==> src/rtl/sata_pqualify.sv <==
// Debounces a raw synchronous level: o_sig follows i_sig only after a run of
// consecutive agreeing samples, with registered rise/fall/glitch strobes.
module sata_pqualify #(
  parameter int unsigned ASSERT_COUNTS   = 4,
  parameter int unsigned DEASSERT_COUNTS = 4
) (
  input  logic i_clk,
  input  logic i_reset_n,
  input  logic i_sig,
  output logic o_sig,
  output logic o_rise,
  output logic o_fall,
  output logic o_glitch
);

  localparam int unsigned MAX_COUNTS = (ASSERT_COUNTS > DEASSERT_COUNTS) ?
                                       ASSERT_COUNTS : DEASSERT_COUNTS;
  localparam int unsigned CW = $clog2(MAX_COUNTS + 1);
  localparam logic [CW-1:0] ASSERT_LOAD   = CW'(ASSERT_COUNTS - 1);
  localparam logic [CW-1:0] DEASSERT_LOAD = CW'(DEASSERT_COUNTS - 1);
  localparam logic [CW-1:0] CNT_ZERO      = CW'(0);
  localparam logic [CW-1:0] CNT_ONE       = CW'(1);

  typedef enum logic [1:0] {
    IDLE     = 2'd0,
    QUAL_ON  = 2'd1,
    ON       = 2'd2,
    QUAL_OFF = 2'd3
  } state_t;

  state_t        state;
  state_t        next_state;
  logic [CW-1:0] cnt;
  logic [CW-1:0] next_cnt;
  logic          next_glitch;
  logic          next_sig;

  // State, counter and registered outputs; o_sig is always derived from the
  // state being entered, so it tracks ON/QUAL_OFF exactly.
  always_ff @(posedge i_clk) begin
    if (!i_reset_n) begin
      state    <= IDLE;
      cnt      <= CNT_ZERO;
      o_sig    <= 1'b0;
      o_rise   <= 1'b0;
      o_fall   <= 1'b0;
      o_glitch <= 1'b0;
    end else begin
      state    <= next_state;
      cnt      <= next_cnt;
      o_sig    <= next_sig;
      o_rise   <= next_sig & ~o_sig;
      o_fall   <= ~next_sig & o_sig;
      o_glitch <= next_glitch;
    end
  end

  // Next-state and counter: count remaining samples needed to qualify.
  always_comb begin
    next_state  = state;
    next_cnt    = cnt;
    next_glitch = 1'b0;
    case (state)
      IDLE: begin
        if (i_sig) begin
          if (ASSERT_COUNTS == 1) begin
            next_state = ON;
          end else begin
            next_state = QUAL_ON;
            next_cnt   = ASSERT_LOAD;
          end
        end
      end
      QUAL_ON: begin
        if (!i_sig) begin
          next_state  = IDLE;
          next_cnt    = CNT_ZERO;
          next_glitch = 1'b1;
        end else if (cnt > CNT_ONE) begin
          next_cnt = cnt - CNT_ONE;
        end else begin
          next_state = ON;
          next_cnt   = CNT_ZERO;
        end
      end
      ON: begin
        if (!i_sig) begin
          if (DEASSERT_COUNTS == 1) begin
            next_state = IDLE;
          end else begin
            next_state = QUAL_OFF;
            next_cnt   = DEASSERT_LOAD;
          end
        end
      end
      QUAL_OFF: begin
        if (i_sig) begin
          next_state  = ON;
          next_cnt    = CNT_ZERO;
          next_glitch = 1'b1;
        end else if (cnt > CNT_ONE) begin
          next_cnt = cnt - CNT_ONE;
        end else begin
          next_state = IDLE;
          next_cnt   = CNT_ZERO;
        end
      end
      default: begin
        next_state = IDLE;
        next_cnt   = CNT_ZERO;
      end
    endcase
  end

  // Output decode of the qualified level from the state being entered.
  always_comb begin
    next_sig = 1'b0;
    if ((next_state == ON) || (next_state == QUAL_OFF)) begin
      next_sig = 1'b1;
    end
  end

endmodule
==> config.mk <==
export PLATFORM = sky130hd
export DESIGN_NAME = sata_pqualify
export DESIGN_NICKNAME = d
export VERILOG_FILES = /design/src/rtl/sata_pqualify.sv
export SDC_FILE = /design/constraint.sdc
export NUM_CORES = 1
export LEC_CHECK = 0
export ABC_AREA = 1
export BUFFER_PORTS_ARGS = -buffer_cell sky130_fd_sc_hd__buf_4
export CORE_AREA = 3 3 40 42
export CTS_CLUSTER_DIAMETER = 60
export CTS_CLUSTER_SIZE = 16
export DETAILED_ROUTE_END_ITERATION = 10
export DIE_AREA = 0 0 43 45
export GPL_ROUTABILITY_DRIVEN = 0
export HOLD_SLACK_MARGIN = 0.06
export PLACE_DENSITY = 0.56
export SLEW_MARGIN = 20
export SYNTH_ARGS = -nofsm -noshare
export SYNTH_HDL_FRONTEND = slang
export SYNTH_SLANG_ARGS = --single-unit
==> constraint.sdc <==
create_clock -name i_clk -period 2.4 [get_ports i_clk]
set_clock_uncertainty 0.05 [all_clocks]
set_input_delay 0.36 -clock i_clk [delete_from_list [all_inputs] [get_ports i_clk]]
set_output_delay 0.36 -clock i_clk [all_outputs]
set_load 0.01 [all_outputs]
==> results of run 1 <==
==> final timing paths <==
check                 start        to  slack, ns
setup reg to reg     cnt[1]  state[1]       1.26
hold / removal    i_reset_n    cnt[1]       0.33
hold reg to reg      cnt[1]    cnt[1]       0.44
setup / recovery   state[1]     o_sig       1.22
==> cell families after synthesis <==
kind of cell             count (synthesis)
AO/OA/AOI/OAI                            3
adder cells (fa/ha/maj)                  2
buffers and inverters                    9
flip-flops                               8
AND/OR/NAND/NOR                         34
==> routing by layer <==
layer | GRT usage (%) | up-vias | wire length [um]
li1 | - | 192 | -
met1 | 10.9 | 136 | 317
met2 | 11.7 | 8 | 298
met3 | 7.17 | 0 | 49
met4 | 1.81 | 0 | 0
met5 | 0 | - | 0
==> power by group through the flow <==
stage / Clock, uW / Combinational, uW / Sequential, uW
global route: 111 / 113 / 162
finish: 96.9 / 95.3 / 159
detailed placement: 0 / 96.3 / 162
CTS: 101 / 97.0 / 159
floorplan: 0 / 72.4 / 162
global placement: 0 / 96.2 / 162
==> cell type report <==
type	instances	area, sq um	share of cell area (%)
inverter	9	33.8	6.89
clock buffer	3	22.5	4.59
timing repair buffer	6	45.0	9.18
tap	15	18.8	3.83
sequential	8	160	32.7
multi-input combinational	39	210	42.9
==> per-stage QoR <==
step / setup slack [ns] / power (uW) / utilization, % / instances / hold slack (ns)
5_1_grt: 1.11 / 385 / 38.2 / 80 / 0.334
6_report: 1.22 / 352 / 38.2 / 80 / 0.329
3_5_place_dp: 1.26 / 258 / 36.4 / 77 / 0.431
4_1_cts: 1.21 / 358 / 38.2 / 80 / 0.323
3_3_place_gp: 1.27 / 258 / 36.4 / 77 / 0.426
2_1_floorplan: 1.35 / 235 / - / 56 / 0.414
==> state kept, by name, indices dropped and copies added (netlist names) <==
| name | count |
|---|---|
| cnt | 3 |
| o_glitch | 1 |
| state | 2 |
| o_rise | 1 |
| o_fall | 1 |
==> cells in the final DEF, fill, tap and decap left out <==
master and count:
a21oi_2 1, buf_4 6, clkbuf_4 3, dfxtp_1 8, ha_1 2, inv_1 5
inv_2 4, nand2_1 15, nand2_2 5, nand3_1 3, nand3_2 1, nand4_1 1
nor2_1 6, nor2_4 1, nor3_1 2, o21ai_0 1, o21ai_2 1
==> impl_metrics.tcl, run 1 <==
set metrics [dict create \
    outcome "finished clean" \
    grtUsageTotal_pct 8.77 \
    async_flop_share_pct 0 \
    antenna_found_initial 0 \
    dr.pass1.iters 4 \
    syn-cell-area_sq_um 404 \
    maxSlewViolCount 0 \
    io_pins 7 \
    die-area_sq_um 1940 \
    std_cell_rows 13 \
    io_buffers 6 \
    n_fill_cell 144 \
    slew_headroom_pct 78.1 \
    switching_share_pct 31.5 \
    hold_class "input pin to register" \
    critPathArrivalTime_ns 0.77 \
    die_y_um 45 \
    synthMuxAreaShare_pct 0 \
    grt_first_pass_wirelength_um 1210 \
    clock-sinks 8 \
    critPathBufInv 1 \
    powerDensity_nw_per_um2 717 \
    setup_viol_count_final 0 \
    die_w_um 43 \
    grt_setup_unrepaired "false" \
    final_area_sq_um 490 \
    final_nets 72 \
    synth_compound_area_share_pct 5.57 \
    grt_pass1_vias 290 \
    syn_to_final_growth_pct 21.4 \
    netSwitchingPower_uw 111 \
    h-tree-depth 1 \
    synth_commonest_cells "nand2_1 (15), dfxtp_1 (8), nor2_1 (6)" \
    cap_violations 0 \
    tns_ns 0 \
    place_hpwl_um 538 \
    ys_ff_latch 8 \
    fmaxAchievable_mhz 848 \
    post-synth-top-count-cell "nand2_1" \
    peakVddDrop_v 0.000320 \
    ctsHoldBuffers 0 \
    p_comb_share_pct 27.1 \
    syn_nets 61 \
    postCtsSetupBuffers 0 \
    drt_iter0_markers 4 \
    cp_num_cells 1 \
    diodes 0 \
    drc 0 \
    synth_top_family_by_area "simple AND/OR/NAND/NOR gates" \
    startpoint_type "register" \
    worstPathRequired_ns 1.99 \
    synth.yosys.seq_area_share_pct 39.6 \
    clkTransAtPathRegs_ns 0.05 \
    cp_max_fo 4 \
    internal-power_uw 241 \
    synth_warnings 0 \
    drive_gt1_share_pct 33.8 \
    grt_max_degree 8 \
    placedInstanceArea_sq_um 468 \
    start_util_pct 31.5 \
    synthTopCellsByArea "dfxtp_1 (40%), nand2_1 (14%), nand2_2 (7.7%)" \
    core-area_sq_um 1280 \
    critPathKind "register to output port" \
    cts_buffers 3 \
    p_seq_share_pct 45.3 \
    rr_worst_depth 7 \
    synth-xor-area-share_pct 0 \
    clk_latency_ns 0.25 \
    synth_cells 56 \
    tightestPinTransition_ns 0.328 \
    synth_cell_type_count 15 \
    clock_path_buffers 2 \
    period_needed_ns 1.18 \
    gr-total-overflow 0 \
    slowest_stage "dfxtp_1" \
    critPathTopFamily "flip-flops" \
    synth_area_per_cell_sq_um 7.22 \
    end_kind "output port" \
    synth_top_flop_cell "dfxtp_1" \
    cts_root_buffer "clkbuf_4" \
    routedWlPerCell_um 8.30 \
    synth_edf_count 0 \
    wl_um 664 \
    viasPerCell 4.20 \
    p_clk_share_pct 27.6 \
    slowest_delay_ns 0.38 \
    synth-adder-area-share_pct 6.19 \
    cts_tree "yes" \
    worstHoldPathCells 3 \
    hold_viol 0 \
    cp_cell_sequence "buf_4" \
    synth-simple-area-share_pct 40.2 \
    period_share_pct 49.1 \
    power.leakage_uw 0.000239 \
    yosysTopAreaCellShare_pct 39.6 \
    vias 336 \
    yosysTopAreaCell "dfxtp_1" \
    ant_nets 0 \
    cts_resized 0 \
]
Note: power is estimated with default switching activity, not from simulation.
==> run 2, diff against run 1 <==
PLACE_DENSITY = 0.58   (was 0.56)
clock period = 1.01 ns   (was 2.4 ns; I/O delays follow)
==> run 2 against run 1 <==
Effect of this change:
- the flow now finishes with violations (negative setup slack)
- largest power group unchanged
- critical path type is now register to register
- register-to-register slack worse by 1.3 ns
- routed wire length is 16% higher
- critical path depth grew 7
- worst setup slack got worse by 1.3 ns
- sequential share of layout area down 4.8 points
- design area grew 21%
- global-route usage down 0.34 points
- sequential power increased by 140%
- hold slack lost 0.21 ns
==> impl_metrics.tcl, run 2 (same netlist as run 1, synthesis figures left out) <==
set metrics [dict create \
    outcome "complete, but fails checks" \
    violations "negative setup slack" \
    diodes 0 \
    die_y_um 45 \
    h-tree-depth 1 \
    final_nets 79 \
    peakVddDrop_v 0.000793 \
    clk_latency_ns 0.25 \
    slowest_stage "dfxtp_4" \
    drt_iter0_markers 8 \
    setup_viol_count_final 5 \
    power.leakage_uw 0.000276 \
    start_util_pct 31.5 \
    maxSlewViolCount 0 \
    ctsHoldBuffers 0 \
    gr-total-overflow 0 \
    io_buffers 6 \
    grt_max_degree 6 \
    place_inst 83 \
    powerDensity_nw_per_um2 1600 \
    grt_setup_unrepaired "true" \
    r2r_slack_ns -0.06 \
    std_cell_rows 13 \
    cap_violations 0 \
    n_fill_cell 133 \
    cp-startpoint "cnt[0]" \
    cp_cell_sequence "inv_4 -> ha_4 -> inv_2 -> nor2_1 -> nand3_1 -> nand2_1 -> nand2_2 -> a21oi_2" \
    hold_path.startpoint "i_reset_n" \
    tightestPinTransition_ns 0.190 \
    dr.pass1.iters 2 \
    ant_nets 0 \
    die-area_sq_um 1940 \
    end_kind "register" \
    die_w_um 43 \
    layout_common_cells "nand2_1 (13), buf_4 (13), nand2_2 (7), nor2_1 (6), dfxtp_1 (6)" \
    clkTransAtPathRegs_ns 0.05 \
    hold_class "input pin to register" \
    grt_pass1_vias 310 \
    postLayoutCoreUtil_pct 46.2 \
    slowest_delay_ns 0.36 \
    cts_tree "yes" \
    slew_headroom_pct 87.3 \
    worstPathRequired_ns 1.14 \
    period_share_pct 106 \
    routedWlPerCell_um 8.89 \
    cp_max_fo 3 \
    antenna_found_initial 0 \
    r2r-start "cnt[0]" \
    critPathArrivalTime_ns 1.20 \
    wl_um 773 \
    startpoint_type "register" \
    drive_gt1_share_pct 54.2 \
    hold_ws_ns 0.118 \
    largest-register "cnt" \
    grtUsageTotal_pct 8.43 \
    cts_buffers 3 \
    cts_root_buffer "clkbuf_4" \
    largest_reg_flops 3 \
    drc 0 \
    viasPerCell 4.32 \
    tns_ns -0.165 \
    layout.cells.non_filler 87 \
    syn_to_final_growth_pct 46.7 \
    fin_ws_ns -0.0562 \
    largestRegisters "cnt (3), state (2)" \
    clock-sinks 8 \
    period_needed_ns 1.07 \
    critPathKind "register to register" \
    pre_cts_ws_ns -0.0479 \
    vias 376 \
    clock_path_buffers 2 \
    grt_first_pass_wirelength_um 1180 \
    core-area_sq_um 1280 \
    io_pins 7 \
    place_hpwl_um 605 \
    hold_viol 0 \
    fmaxAchievable_mhz 938 \
]
-- run 2: cell types whose count changed in the layout (fill, tap and decap cells not counted) --
cell / before / now
dfxtp_4: 0 / 1
nand2_2: 5 / 7
inv_1: 5 / 3
ha_4: 0 / 2
dfxtp_2: 0 / 1
nor3_1: 2 / 1
dfxtp_1: 8 / 6
nand2_1: 15 / 13
nand3_1: 3 / 2
nand3_2: 1 / 2
nor3_2: 0 / 1
buf_4: 6 / 13
inv_4: 0 / 2
ha_1: 2 / 0
-- run 2: repair_timing --
action / 4_1_cts / 5_1_grt
endpoints found under the hold margin: 0 / 0
endpoints found under the setup margin: 6 / 7
resized for setup: 1 / 11
setup buffers: 1 / 0
pin swaps: 4 / 8
-- run 2: final cells by class --
type,count,area [sq um],area share [%]
well taps,15,18.8,3.16
clock buffers,3,22.5,3.80
inverters,9,38.8,6.54
flip-flops and latches,8,165,27.8
repair buffers,13,97.6,16.5
multi-input cells,39,250,42.2
-- run 2: worst max-delay path: cells and delay by family, from the launching register on --
kind            cells  cell delay (ns)
flops               1             0.36
simple gates        4             0.27
fa+ha+maj           1             0.12
compound gates      1             0.11
buf+inv             2             0.09
-- run 2: worst paths after layout --
| check | endpoint | cells after the start |
|---|---|---|
| setup / recovery | cnt[2] | 8 |
| hold / removal | cnt[1] | 3 |
| setup reg to reg | cnt[2] | 8 |
| hold reg to reg | cnt[1] | 2 |
-- run 2: per-layer routing --
| metal | vias up | GRT usage (%) | part of all wire (%) |
|---|---|---|---|
| li1 | 209 | - | - |
| met1 | 157 | 10.4 | 47 |
| met2 | 8 | 12.0 | 44 |
| met3 | 2 | 5.98 | 6.2 |
| met4 | 0 | 1.81 | 1.9 |
| met5 | - | 0 | 0 |
-- run 2: power by group --
group	leakage, uW	switching (uW)	internal, uW
registers	0.0000664	29.1	351
logic	0.000196	181	156
clock network	0.0000138	99.3	135
-- run 2: stage by stage --
stage | total power [uW] | area (sq um)
2_1_floorplan | 562 | 407
3_3_place_gp | 660 | 515
3_5_place_dp | 662 | 515
4_1_cts | 917 | 548
5_1_grt | 1020 | 593
6_report | 952 | 593
==> run 3, diff against run 2 <==
PLACE_DENSITY = unset   (was 0.58)
==> run 3 against run 2 <==
Effect of this change:
- the run still ends with negative setup slack left
- maximum frequency is 0.75% higher
- total power is 5.5% higher
- hold slack worse by 0.0046 ns
- die area stayed put
- via count is 0.80% higher
- sequential power is 3% higher
- sequential cell count stayed put
- sequential share of layout area is 0.52 points lower
- register-to-register slack hardly changed
- critical path type unchanged
- highest routed layer unchanged
==> impl_metrics.tcl, run 3 (same netlist as run 1, synthesis figures left out) <==
set metrics [dict create \
    outcome "complete, but fails checks" \
    violations "negative setup slack" \
    cts_root_buffer "clkbuf_4" \
    io_pins 7 \
    fin_ws_ns -0.0483 \
    hold_class "input pin to register" \
    gr-total-overflow 0 \
    cap_violations 0 \
    vias 379 \
    die_w_um 43 \
    final_nets 76 \
    clock_path_buffers 2 \
    largest-register "cnt" \
    power_uw 1000 \
    cp_max_fo 3 \
    period_share_pct 105 \
    power.leakage_uw 0.000277 \
    grt_max_degree 8 \
    ctsHoldBuffers 0 \
    drc 0 \
    std_cell_rows 13 \
    antenna_found_initial 0 \
    final_common_cell "nand2_1" \
    clock-sinks 8 \
    cp_cell_sequence "inv_4 -> ha_4 -> nand2_4 -> nand2_4 -> nand2_4 -> nand2_1 -> nand2_1 -> nor2_1" \
    wl_um 787 \
    diodes 0 \
    fmaxAchievable_mhz 945 \
    cp-startpoint "cnt[1]" \
    place_hpwl_um 581 \
    cts_tree "yes" \
    worstPathRequired_ns 1.10 \
    rr_worst_depth 8 \
    r2r_slack_ns -0.05 \
    cts_buffers 3 \
    peakVddDrop_v 0.000831 \
    syn_to_final_growth_pct 49.5 \
    r2r-start "cnt[1]" \
    critPathBufInv 1 \
    cpMostUsedCell "nand2_4" \
    startpoint_type "register" \
    clk_latency_ns 0.26 \
    slowest_stage "dfxtp_2" \
    slowest_delay_ns 0.35 \
    hold_viol 0 \
    start_util_pct 31.5 \
    drt_iter0_markers 0 \
    h-tree-depth 1 \
    powerDensity_nw_per_um2 1660 \
    die_y_um 45 \
    pre_cts_ws_ns -0.0716 \
    slew_headroom_pct 74.1 \
    end_kind "register" \
    tightestPinTransition_ns 0.389 \
    core-area_sq_um 1280 \
    maxSlewViolCount 0 \
    viasPerCell 4.51 \
    cp_num_cells 8 \
    postCtsSetupBuffers 0 \
    layout_common_cells "nand2_1 (14), buf_4 (8), dfxtp_1 (6), nor2_1 (5)" \
    period_needed_ns 1.06 \
    setup_viol_count_final 6 \
    routedWlPerCell_um 9.37 \
    largest_reg_flops 3 \
    clkTransAtPathRegs_ns 0.06 \
    die-area_sq_um 1940 \
    cp-endpoint "state[1]" \
    grt_setup_unrepaired "true" \
    critPathKind "register to register" \
    grt_first_pass_wirelength_um 1420 \
    ant_nets 0 \
    grtUsageTotal_pct 10.6 \
    r2r_end "state[1]" \
    drive_gt1_share_pct 52.2 \
    grt_pass1_vias 348 \
    dr.pass1.iters 1 \
    critPathArrivalTime_ns 1.15 \
    io_buffers 6 \
    largestRegisters "cnt (3), state (2)" \
    critPathTopFamily "flip-flops" \
]
run 3: final cells by class:
class	instances	area [sq um]
fillers	131	681
inverters	9	38.8
well taps	15	18.8
clock buffers	3	22.5
flip-flops and latches	8	165
multi-input cells	39	277
repair buffers	10	82.6
run 3: worst min-delay path by stage:
stage | from | end | slack, ns | cells after the start
after floorplan | i_reset_n | cnt[0] | 0.25 | 2
after global routing | i_reset_n | cnt[0] | 0.11 | 3
after detailed placement | i_reset_n | cnt[1] | 0.37 | 3
after CTS | i_reset_n | cnt[1] | 0.09 | 3
after global placement | i_reset_n | cnt[1] | 0.37 | 3
final | i_reset_n | cnt[0] | 0.11 | 3
run 3: worst reg2reg max path: cells and delay by family, from the launching register on:
kind | cells | cell delay, ns
buffers and inverters | 1 | 0.05
adder cells (fa/ha/maj) | 1 | 0.16
AND/OR/NAND/NOR | 6 | 0.34
flip-flops | 1 | 0.35
run 3: layer usage:
layer | vias to the layer above | part of all wire [%] | track usage (%)
li1 | 202 | - | -
met1 | 167 | 45 | 12.1
met5 | - | 0 | 0
met3 | 4 | 2.9 | 3.59
met4 | 0 | 3.6 | 10.8
met2 | 6 | 49 | 15.0
run 3: power by group:
part           total [uW]  leakage [uW]  internal (uW)  switching [uW]
Combinational         361      0.000197            170             191
Clock                 250     0.0000138            136             114
Sequential            392     0.0000664            350            41.8
run 3: timing repair:
| item | CTS | global route |
|---|---|---|
| pin swaps | 6 | 3 |
| hold endpoints to repair | 0 | 0 |
| resized for setup | 13 | 6 |
| setup endpoints to repair | 6 | 8 |
run 3: through the flow:
stage                     hold WS (ns)  instances  cell area, sq um  TNS (ns)  util [%]
final                            0.113         84               604    -0.125      47.0
after CTS                       0.0912         84               583    -0.246      45.4
after global routing             0.115         84               604    -0.656      47.0
after detailed placement         0.371         81               500    -0.289      38.9
after global placement           0.370         81               500    -0.245      38.9
after floorplan                  0.246         56               407  -0.00701         -
